--- config.mk ---
export PLATFORM = sky130hd
export DESIGN_NAME = read_burst_split_flat
export DESIGN_NICKNAME = d
export VERILOG_FILES = /design/src/rtl/axi_vdma_pkg.sv /design/src/rtl/read_burst_split_if.sv /design/src/rtl/burst_len_calc.sv /design/src/rtl/read_burst_split.sv /design/src/flat_wrapper.sv
export SDC_FILE = /design/constraint.sdc
export NUM_CORES = 1
export LEC_CHECK = 0
export BUFFER_PORTS_ARGS = -buffer_cell sky130_fd_sc_hd__buf_2
export CORE_AREA = 4 4 244 246
export DETAILED_ROUTE_END_ITERATION = 8
export DIE_AREA = 0 0 248 250
export GPL_TIMING_DRIVEN = 0
export PLACE_DENSITY = 0.38
export RECOVER_POWER = 50
export SETUP_SLACK_MARGIN = 0.4
export SLEW_MARGIN = 20
export SYNTH_ARGS = -nofsm -noshare
export SYNTH_HDL_FRONTEND = slang
export SYNTH_SLANG_ARGS = --single-unit
--- constraint.sdc ---
create_clock -name axi_aclk -period 4.95 [get_ports axi_aclk]
set_input_delay 0.7425 -clock axi_aclk [delete_from_list [all_inputs] [get_ports axi_aclk]]
set_output_delay 0.7425 -clock axi_aclk [all_outputs]
set_load 0.05 [all_outputs]
--- src/rtl/axi_vdma_pkg.sv ---
// Shared state encoding and AXI constants for the read-side burst splitter.
package axi_vdma_pkg;

   typedef enum logic [2:0] {
      IDLE = 3'd0,
      CALC = 3'd1,
      ADDR = 3'd2,
      DATA = 3'd3,
      DONE = 3'd4
   } state_t;

   localparam int         PAGE_BYTES  = 4096;
   localparam logic [1:0] RESP_OKAY   = 2'b00;
   localparam logic [1:0] BURST_INCR  = 2'b01;
   localparam logic [3:0] ARCACHE_DEF = 4'b0011;

endpackage

--- src/rtl/read_burst_split_if.sv ---
// AXI4 read address and read data channels between the splitter and memory.
interface read_burst_split_if #(
   parameter int ASIZE     = 29,
   parameter int LSIZE     = 9,
   parameter int AXI_DSIZE = 256,
   parameter int IDSIZE    = 3
);
   // Both channels use plain AXI valid/ready: a transfer happens on the
   // clock edge where valid and ready are both high; the source holds its
   // payload stable while valid is high and ready is low.
   logic [IDSIZE-1:0]    axi_arid;
   logic [ASIZE-1:0]     axi_araddr;
   logic [LSIZE-1:0]     axi_arlen;
   logic [2:0]           axi_arsize;
   logic [1:0]           axi_arburst;
   logic                 axi_arlock;
   logic [3:0]           axi_arcache;
   logic [2:0]           axi_arprot;
   logic [3:0]           axi_arqos;
   logic                 axi_arvalid;
   logic                 axi_arready;
   logic [IDSIZE-1:0]    axi_rid;
   logic [AXI_DSIZE-1:0] axi_rdata;
   logic [1:0]           axi_rresp;
   logic                 axi_rlast;
   logic                 axi_rvalid;
   logic                 axi_rready;

   modport master (
      output axi_arid, axi_araddr, axi_arlen, axi_arsize, axi_arburst,
             axi_arlock, axi_arcache, axi_arprot, axi_arqos, axi_arvalid,
      input  axi_arready,
      input  axi_rid, axi_rdata, axi_rresp, axi_rlast, axi_rvalid,
      output axi_rready
   );

   modport slave (
      input  axi_arid, axi_araddr, axi_arlen, axi_arsize, axi_arburst,
             axi_arlock, axi_arcache, axi_arprot, axi_arqos, axi_arvalid,
      output axi_arready,
      output axi_rid, axi_rdata, axi_rresp, axi_rlast, axi_rvalid,
      input  axi_rready
   );

endinterface

--- src/rtl/burst_len_calc.sv ---
// Beats for the next AR burst: min of beats left, MAX_BURST and room to the 4 KB page end.
module burst_len_calc
   import axi_vdma_pkg::*;
#(
   parameter int BYTES     = 32,
   parameter int MAX_BURST = 256
) (
   input  logic [15:0] remaining,
   input  logic [11:0] page_off,
   output logic [15:0] len
);

   localparam int BSHIFT = $clog2(BYTES);

   logic [12:0] page_room;
   logic [12:0] page_beats;

   assign page_room  = 13'(PAGE_BYTES) - {1'b0, page_off};
   assign page_beats = page_room >> BSHIFT;

   always_comb begin
      len = remaining;
      if (16'(MAX_BURST) < len) len = 16'(MAX_BURST);
      if (16'(page_beats) < len) len = 16'(page_beats);
   end

endmodule

--- src/rtl/read_burst_split.sv ---
// Splits a (start address, beat count) read request into 4 KB-safe AXI4 INCR
// bursts, one outstanding at a time, and forwards the returned beats to a FIFO.
module read_burst_split
   import axi_vdma_pkg::*;
#(
   parameter int ASIZE     = 29,
   parameter int LSIZE     = 9,
   parameter int AXI_DSIZE = 256,
   parameter int IDSIZE    = 3,
   parameter int ID        = 0,
   parameter int MAX_BURST = 256
) (
   input  logic                 axi_aclk,
   input  logic                 axi_resetn,
   input  logic                 req_valid,
   output logic                 req_ready,
   input  logic [ASIZE-1:0]     req_addr,
   input  logic [15:0]          req_beats,
   output logic                 done,
   output logic                 err,
   read_burst_split_if.master   axi,
   input  logic                 push_ready,
   output logic                 push_en,
   output logic [AXI_DSIZE-1:0] push_data,
   output logic                 push_last,
   output state_t               dbg_state
);

   localparam int BYTES  = AXI_DSIZE / 8;
   localparam int BSHIFT = $clog2(BYTES);

   state_t            state, state_nx;
   logic [ASIZE-1:0]  addr_q;
   logic [15:0]       remaining_q;
   logic [15:0]       len_q;
   logic [15:0]       calc_len;
   logic [ASIZE-1:0]  araddr_q;
   logic [LSIZE-1:0]  arlen_q;
   logic              err_q;
   logic              req_fire;
   logic              ar_fire;
   logic              r_fire;
   logic              bad_beat;

   burst_len_calc #(.BYTES(BYTES), .MAX_BURST(MAX_BURST)) u_len_calc (
      .remaining (remaining_q),
      .page_off  (addr_q[11:0]),
      .len       (calc_len)
   );

   assign req_fire = (state == IDLE) && req_valid;
   assign ar_fire  = (state == ADDR) && axi.axi_arready;
   assign r_fire   = (state == DATA) && axi.axi_rvalid && push_ready;
   assign bad_beat = (axi.axi_rresp != RESP_OKAY) || (axi.axi_rid != IDSIZE'(ID));

   always_ff @(posedge axi_aclk or negedge axi_resetn) begin
      if (!axi_resetn) state <= IDLE;
      else             state <= state_nx;
   end

   always_comb begin
      state_nx = state;
      case (state)
         IDLE: if (req_valid) state_nx = (req_beats == 16'd0) ? DONE : CALC;
         CALC: state_nx = ADDR;
         ADDR: if (axi.axi_arready) state_nx = DATA;
         DATA: if (r_fire && axi.axi_rlast) state_nx = (remaining_q != 16'd0) ? CALC : DONE;
         DONE: state_nx = IDLE;
         default: state_nx = IDLE;
      endcase
   end

   // remaining_q counts beats not yet requested on AR, so it is already zero
   // while the final burst's data streams in.
   always_ff @(posedge axi_aclk or negedge axi_resetn) begin
      if (!axi_resetn) begin
         addr_q      <= '0;
         remaining_q <= '0;
         len_q       <= '0;
         araddr_q    <= '0;
         arlen_q     <= '0;
         err_q       <= 1'b0;
      end else begin
         if (req_fire) begin
            addr_q      <= req_addr & ~ASIZE'(BYTES - 1);
            remaining_q <= req_beats;
            err_q       <= 1'b0;
         end
         if (state == CALC) begin
            len_q    <= calc_len;
            araddr_q <= addr_q;
            arlen_q  <= LSIZE'(calc_len - 16'd1);
         end
         if (ar_fire) begin
            addr_q      <= addr_q + (ASIZE'(len_q) << BSHIFT);
            remaining_q <= remaining_q - len_q;
         end
         if (r_fire && bad_beat) err_q <= 1'b1;
      end
   end

   assign req_ready       = (state == IDLE);
   assign done            = (state == DONE);
   assign err             = err_q;
   assign dbg_state       = state;

   assign axi.axi_arid    = IDSIZE'(ID);
   assign axi.axi_araddr  = araddr_q;
   assign axi.axi_arlen   = arlen_q;
   assign axi.axi_arsize  = 3'(BSHIFT);
   assign axi.axi_arburst = BURST_INCR;
   assign axi.axi_arlock  = 1'b0;
   assign axi.axi_arcache = ARCACHE_DEF;
   assign axi.axi_arprot  = 3'b000;
   assign axi.axi_arqos   = 4'b0000;
   assign axi.axi_arvalid = (state == ADDR);
   assign axi.axi_rready  = (state == DATA) && push_ready;

   assign push_en   = r_fire;
   assign push_data = axi.axi_rdata;
   assign push_last = r_fire && axi.axi_rlast && (remaining_q == 16'd0);

endmodule

--- src/flat_wrapper.sv ---
// flat-port wrapper written by rule: the top's interface ports become plain ports
module read_burst_split_flat import axi_vdma_pkg::*;
#(
   parameter int ASIZE     = 29,
   parameter int LSIZE     = 9,
   parameter int AXI_DSIZE = 256,
   parameter int IDSIZE    = 3,
   parameter int ID        = 0,
   parameter int MAX_BURST = 256
)
  (axi_aclk, axi_resetn, req_valid, req_ready, req_addr, req_beats, done, err, push_ready, push_en, push_data, push_last, dbg_state, axi_axi_arid, axi_axi_araddr, axi_axi_arlen, axi_axi_arsize, axi_axi_arburst, axi_axi_arlock, axi_axi_arcache, axi_axi_arprot, axi_axi_arqos, axi_axi_arvalid, axi_axi_arready, axi_axi_rid, axi_axi_rdata, axi_axi_rresp, axi_axi_rlast, axi_axi_rvalid, axi_axi_rready);
  read_burst_split_if #(.ASIZE(ASIZE), .LSIZE(LSIZE), .AXI_DSIZE(AXI_DSIZE), .IDSIZE(IDSIZE)) axi_i ();
  input  logic axi_aclk;
  input  logic axi_resetn;
  input  logic req_valid;
  output logic req_ready;
  input  logic [ASIZE-1:0] req_addr;
  input  logic [15:0] req_beats;
  output logic done;
  output logic err;
  input  logic push_ready;
  output logic push_en;
  output logic [AXI_DSIZE-1:0] push_data;
  output logic push_last;
  output state_t dbg_state;
  output wire logic [$bits(axi_i.axi_arid)-1:0] axi_axi_arid;
  output wire logic [$bits(axi_i.axi_araddr)-1:0] axi_axi_araddr;
  output wire logic [$bits(axi_i.axi_arlen)-1:0] axi_axi_arlen;
  output wire logic [$bits(axi_i.axi_arsize)-1:0] axi_axi_arsize;
  output wire logic [$bits(axi_i.axi_arburst)-1:0] axi_axi_arburst;
  output wire logic [$bits(axi_i.axi_arlock)-1:0] axi_axi_arlock;
  output wire logic [$bits(axi_i.axi_arcache)-1:0] axi_axi_arcache;
  output wire logic [$bits(axi_i.axi_arprot)-1:0] axi_axi_arprot;
  output wire logic [$bits(axi_i.axi_arqos)-1:0] axi_axi_arqos;
  output wire logic [$bits(axi_i.axi_arvalid)-1:0] axi_axi_arvalid;
  input wire logic [$bits(axi_i.axi_arready)-1:0] axi_axi_arready;
  input wire logic [$bits(axi_i.axi_rid)-1:0] axi_axi_rid;
  input wire logic [$bits(axi_i.axi_rdata)-1:0] axi_axi_rdata;
  input wire logic [$bits(axi_i.axi_rresp)-1:0] axi_axi_rresp;
  input wire logic [$bits(axi_i.axi_rlast)-1:0] axi_axi_rlast;
  input wire logic [$bits(axi_i.axi_rvalid)-1:0] axi_axi_rvalid;
  output wire logic [$bits(axi_i.axi_rready)-1:0] axi_axi_rready;
  assign axi_axi_arid = axi_i.axi_arid;
  assign axi_axi_araddr = axi_i.axi_araddr;
  assign axi_axi_arlen = axi_i.axi_arlen;
  assign axi_axi_arsize = axi_i.axi_arsize;
  assign axi_axi_arburst = axi_i.axi_arburst;
  assign axi_axi_arlock = axi_i.axi_arlock;
  assign axi_axi_arcache = axi_i.axi_arcache;
  assign axi_axi_arprot = axi_i.axi_arprot;
  assign axi_axi_arqos = axi_i.axi_arqos;
  assign axi_axi_arvalid = axi_i.axi_arvalid;
  assign axi_i.axi_arready = axi_axi_arready;
  assign axi_i.axi_rid = axi_axi_rid;
  assign axi_i.axi_rdata = axi_axi_rdata;
  assign axi_i.axi_rresp = axi_axi_rresp;
  assign axi_i.axi_rlast = axi_axi_rlast;
  assign axi_i.axi_rvalid = axi_axi_rvalid;
  assign axi_axi_rready = axi_i.axi_rready;
  read_burst_split #(.ASIZE(ASIZE), .LSIZE(LSIZE), .AXI_DSIZE(AXI_DSIZE), .IDSIZE(IDSIZE), .ID(ID), .MAX_BURST(MAX_BURST)) u_core (.axi_aclk(axi_aclk), .axi_resetn(axi_resetn), .req_valid(req_valid), .req_ready(req_ready), .req_addr(req_addr), .req_beats(req_beats), .done(done), .err(err), .axi(axi_i), .push_ready(push_ready), .push_en(push_en), .push_data(push_data), .push_last(push_last), .dbg_state(dbg_state));
endmodule
After elaboration in Yosys (flattened, before gate mapping)
Cells that the tools add are included.

Word-level logic and storage cells: 52. Output and inout bits: 324. Input bits: 313. Flip-flop bits (word level): 103.

Add/subtract/negate cells: 4. Equal/unequal tests: 7. Muxes and demuxes: 14. Reductions and logical operators: 18. Order comparisons: 2.

Operator list (number): $mux W16 (4); $mux W29 (2); $logic_not A16 Y1 (2); $add A29 B21 Y29 (1); $lt A8 B16 Y1 (1); $lt A9 B16 Y1 const A (1); $reduce_bool A16 Y1 (1); $sub A16 B16 Y16 (1); $mux W3 (5); $sub A13 B12 Y13 const A (1); $pmux W3 S4 (1); $sub A9 B1 Y9 const B (1); $logic_and A1 B1 Y1 (8); $eq A3 B2 Y1 const B (2); $reduce_bool A2 Y1 (3); $ne A2 B1 Y1 const B (2); $eq A3 B1 Y1 const B (1); $eq A3 B3 Y1 const B (1); $logic_not A3 Y1 (1); $reduce_and A3 Y1 (1); $reduce_bool A3 Y1 (1); $mux W1 (2); $ne A2 B2 Y1 const B (1); $logic_or A1 B1 Y1 (1).

Longest topological paths before layout
Word-level depth: 6. Depth in mapped cells: 18. Mapped depth without buffers: 17.

Modules after synthesis
Synthesis repeated with hierarchy kept, for this count alone.

Cells, all modules: 994. Area total of the unflattened synthesis: 8211.6 µm².

By module, submodules not included: read_burst_split (sequential area each 2327.2 µm², times used 1, cells an instance 918, area each 7662.3 µm²); burst_len_calc (sequential area each 0.0 µm², times used 1, cells an instance 76, area each 549.3 µm²).

Least setup slack after synthesis
No wires, ideal clock.

Path type: register -> output. Start: register u_core.state[1] (netlist: u_core.dbg_state[1]). End: output push_last. Required time: 4.208 ns. Setup slack: 0.514 ns. Buffers on the path: 1. Arrival time: 3.694 ns. Cell stages (with the launch flop): 7. Path through: dfrtp_1 -> clkbuf_1 -> nand2_1 -> nor3b_1 -> and2_1 -> nand2_1 -> nor2_1.

Longest elaborated chain between the ends: 5.

Ends and longest elaborated chain: start: declaration (line read_burst_split.sv:32) `state_t state, state_nx;`; start signal: assignment (line read_burst_split.sv:58) `else state <= state_nx;`; $eq A3 B2 Y1 (line read_burst_split.sv:53) `assign r_fire = (state == DATA) && axi.axi_rvalid && push_ready;`; $logic_and A1 B1 Y1 (2 in a row) (line read_burst_split.sv:53); named net push_en (line flat_wrapper.sv:22) `output logic push_en;`; $logic_and A1 B1 Y1 (2 in a row) (line read_burst_split.sv:121) `assign push_last = r_fire && axi.axi_rlast && (remaining_q == 16'd0);`; end: declaration (line flat_wrapper.sv:24) `output logic push_last;`.

The timed path passes the listed nets, and every way through them passes these cells.

Worst setup path in the final report
Start: register u_core.remaining_q[5]. End: register u_core.arlen_q[6] (netlist: u_core.axi.axi_arlen[6]).

Longest elaborated chain between the ends: 5.

Ends and longest elaborated chain: start: declaration (line read_burst_split.sv:34) `logic [15:0] remaining_q;`; start signal: assignment (line read_burst_split.sv:86) `remaining_q <= req_beats;`; start signal: assignment (line read_burst_split.sv:96) `remaining_q <= remaining_q - len_q;`; $lt A9 B16 Y1 (line burst_len_calc.sv:23) `if (16'(MAX_BURST) < len) len = 16'(MAX_BURST);`; $mux W16 (*) (line burst_len_calc.sv:23); $lt A8 B16 Y1 (line burst_len_calc.sv:24) `if (16'(page_beats) < len) len = 16'(page_beats);`; $mux W16 (*) (line burst_len_calc.sv:24); $sub A9 B1 Y9 (*) (line read_burst_split.sv:92) `arlen_q <= LSIZE'(calc_len - 16'd1);`; end signal: assignment (line read_burst_split.sv:92); end: declaration (line read_burst_split.sv:38) `logic [LSIZE-1:0] arlen_q;`.

Every way passes the cells marked *; elsewhere a longest branch is shown, timed or not. A chain may end at the register's enable or synchronous reset.

==> metrics.txt <==
status=finished, violations left; failing checks=capacitance limit, slew limit; antenna viol nets, final=0; post-synthesis cell area=8026 um2; Worst-Skew Late Latency=0.36 ns; Crit path largest cell delay=0.49 ns; crit-path cells=nor4_2 -> a21boi_0 -> nor2_2 -> nand2_1 -> ha_1 -> a21o_1 -> a21o_1 -> a211oi_1 -> a311oi_4 -> buf_6 -> mux2i_1 -> ha_1 -> nor4b_1 -> xor2_1 -> o21ai_1 -> o21ai_1; Design Power=5.448 mW; # rows=88; max_slew headroom=-0.2047; final hold violations=0; Ports=637; Initial Utilization=0.1399; DRT iter0 DRCs=325; DIE HEIGHT=250 um; worst setup path category=flip-flop to flip-flop; yosys warns=0; Overflow after GRT=0; Post-synth EDFFs=0; top_reg_cell synth=dfrtp_1; Post-Synthesis Cells=973; async set-reset flop share out of synthesis=1.000; vias post-DR=7,650; FF+latch count, synth=93; M3 GR Usage=0.02643; Peak VDD IR=0.1699 mV; DRT Pass-1 Iters=4; CTS clk-pin slew, worst paths=0.08 ns; per-cell routed wire length=15.85 um; TNS Setup=0 ns; clock tree buffer depth=2; CTS tree=done; clk sinks=93; Synth Area in Adders=0.06890; Crit. End Element=flip-flop; vias per cell=3.586; max capacitance violation total=2; first-pass GRT wire length=47.96 mm; Post-DP HPWL=28.27 mm; Final #Nets=1,718; Required @ worst endpoint=5.18 ns; post-synth top area cell=dfrtp_1; area share of the largest cell type after synthesis=0.2899; Critical path buffers and inverters=1; Total GRT Usage=0.1020; root buf cell=clkbuf_16; post-route minimum period=4.147 ns; hold buffers post-CTS=0; GP Congestion=0.8250; Seq/Total Area, Yosys=0.2899; # setup viols final=0; Num CTS Buffers=9; top cells by area, synth=dfrtp_1 (29%), buf_4 (26%), nand2_1 (7.0%); CP Launch Type=flip-flop; Power Density=496.0 nW/um2; leakage power=5.323 nW; synthesis-to-layout area growth=36.85%; Post-synth top cells=buf_4 (281), nand2_1 (150), dfrtp_1 (93), nor2_1 (61), ha_1 (41); crit path max fanout=10; DRT Wirelength=33.81 mm; DR DRC count=0; initial antenna violation count=4; met1 usage=0.1207; die area=62,000 um2; final instance area=10,980 um2; final clock skew=0.01527 ns; Slew @ Worst Pin=1.807 ns; GR peak layer=met2; post-synth cell types=65; Post-Synth Simple-Gate Area=0.1690; RSZ-0062 raised after global routing=no; slowest stage cell on the critical path=dfrtp_1; mux share of post-synthesis cell area=0.01512; IO Port Bufs=350; main combinational cell family by area after synthesis=buffers and inverters; CP arrival=4.38 ns; GR Layer Usage met2=0.1835; core area=57,370 um2; vias in the first global route=7,737; Tcrit/Tclk final=0.8377; Avg Inst Size Synth=8.249 um2; largest net degree at the start of global routing=65; Synth Area in XOR/XNOR=0.03928; chip width=248 um; Max Transition Viols Final=96; FMAX=241.2 MHz; compound-cell area share of the yosys netlist=0.1278; cell with the most instances after synthesis=buf_4; layout cells sized above 1=0.3797; placed cell areas=10,860 um2; Worst Hold Class=flip-flop to flip-flop; Worst path top cell family by delay=compound AO/OA/AOI/OAI gates; CTS H-Tree Depth=3
what timing repair did:
action | in CTS | in global routing
resized for setup | 1 | 1
buffers inserted | 0 | 4
endpoints found under the setup margin | 1 | 3
pin swaps | 0 | 1
metrics by stage:
step                      hold WS [ns]  std cells  setup WS [ns]  utilization
after floorplan                 0.4469        996         0.5138            -
after global placement          0.4606       2111         0.3193       0.1886
after detailed placement        0.4628       2112         0.3123       0.1892
after CTS                       0.2524       2128         0.4123       0.1946
after global routing            0.5115       2133         0.4023       0.1915
final                           0.4854       2133         0.8034       0.1915
routing by layer:
metal | up-vias | part of all wire
met2 | 334 | 0.51
met3 | 30 | 0.076
met5 | - | 0.00098
met1 | 3520 | 0.40
met4 | 6 | 0.015
li1 | 3760 | -
flip-flops by register name, summed over array words and instances, names as in the netlist:
| register | flops |
|---|---|
| u_core.len_q | 16 |
| u_core.remaining_q | 16 |
| u_core.err | 1 |
| u_core.axi.axi_araddr | 24 |
| u_core.axi.axi_arlen | 9 |
| u_core.dbg_state | 3 |
| u_core.addr_q | 24 |
tightest hold or removal path, stage by stage, from the launching register on:
cell     delay, ns
dfrtp_1       0.35
nand2_1       0.05
o21ai_0       0.06
final cells by class:
cell class / count / area, um2
clock inverters: 7 / 77.57
plain buffers: 308 / 2218
clock buffers: 9 / 225.2
multi-input cells: 568 / 3475
inverters: 27 / 101.3
flip-flops and latches: 93 / 2327
well taps: 765 / 957.2
fillers: 6475 / 46380
repair buffers: 355 / 1600
diodes: 1 / 2.502
power breakdown:
group / total [mW] / internal [mW] / switching (mW) / leakage (nW)
logic: 3.26 / 1.13 / 2.13 / 4.01
registers: 1.42 / 1.06 / 0.367 / 1.16
clock network: 0.766 / 0.401 / 0.365 / 0.153
cell families (layout without fill, tap and decap cells):
group,after synthesis,count (layout)
AO/OA/AOI/OAI,155,155
other,2,26
buffers and inverters,335,706
XOR/XNOR,36,36
multiplexers,12,12
adder cells (fa/ha/maj),43,43
AND/OR/NAND/NOR,297,297
flip-flops,93,93
worst paths after layout:
path	depth (start not counted)	slack (ns)	start	endpoint
max	16	0.80	u_core.remaining_q[5]	u_core.axi.axi_arlen[6]
min	2	0.49	u_core.axi.axi_araddr[6]	u_core.axi.axi_araddr[6]
max reg2reg	16	0.80	u_core.remaining_q[5]	u_core.axi.axi_arlen[6]
max in group asynchronous	2	1.53	axi_resetn	u_core.dbg_state[0]
min in group asynchronous	1	0.83	axi_resetn	u_core.axi.axi_arlen[6]
min reg2reg	2	0.49	u_core.axi.axi_araddr[6]	u_core.axi.axi_araddr[6]
cells in the final DEF (no fill, tap or decap), drive strengths merged, types with 3 or more instances in the layout:
cell and n:
buf 488, clkbuf 184, nand2 150, dfrtp 93
nor2 61, ha 41, o21ai 39, inv 31
conb 25, a21oi 25, xor2 19, xnor2 17
nor3 16, a31oi 15, a211oi 14, mux2i 11
o22ai 10, and2 9, a21o 8, o21a 8
nor4 8, and3 7, a22oi 7, nand3 6
nor3b 6, or2 6, o31ai 5, nand2b 5
a311oi 5, nor2b 4, or4 4, or3 3
o21bai 3, nand3b 3, and4 3
Power figures use the tool's default switching activity.
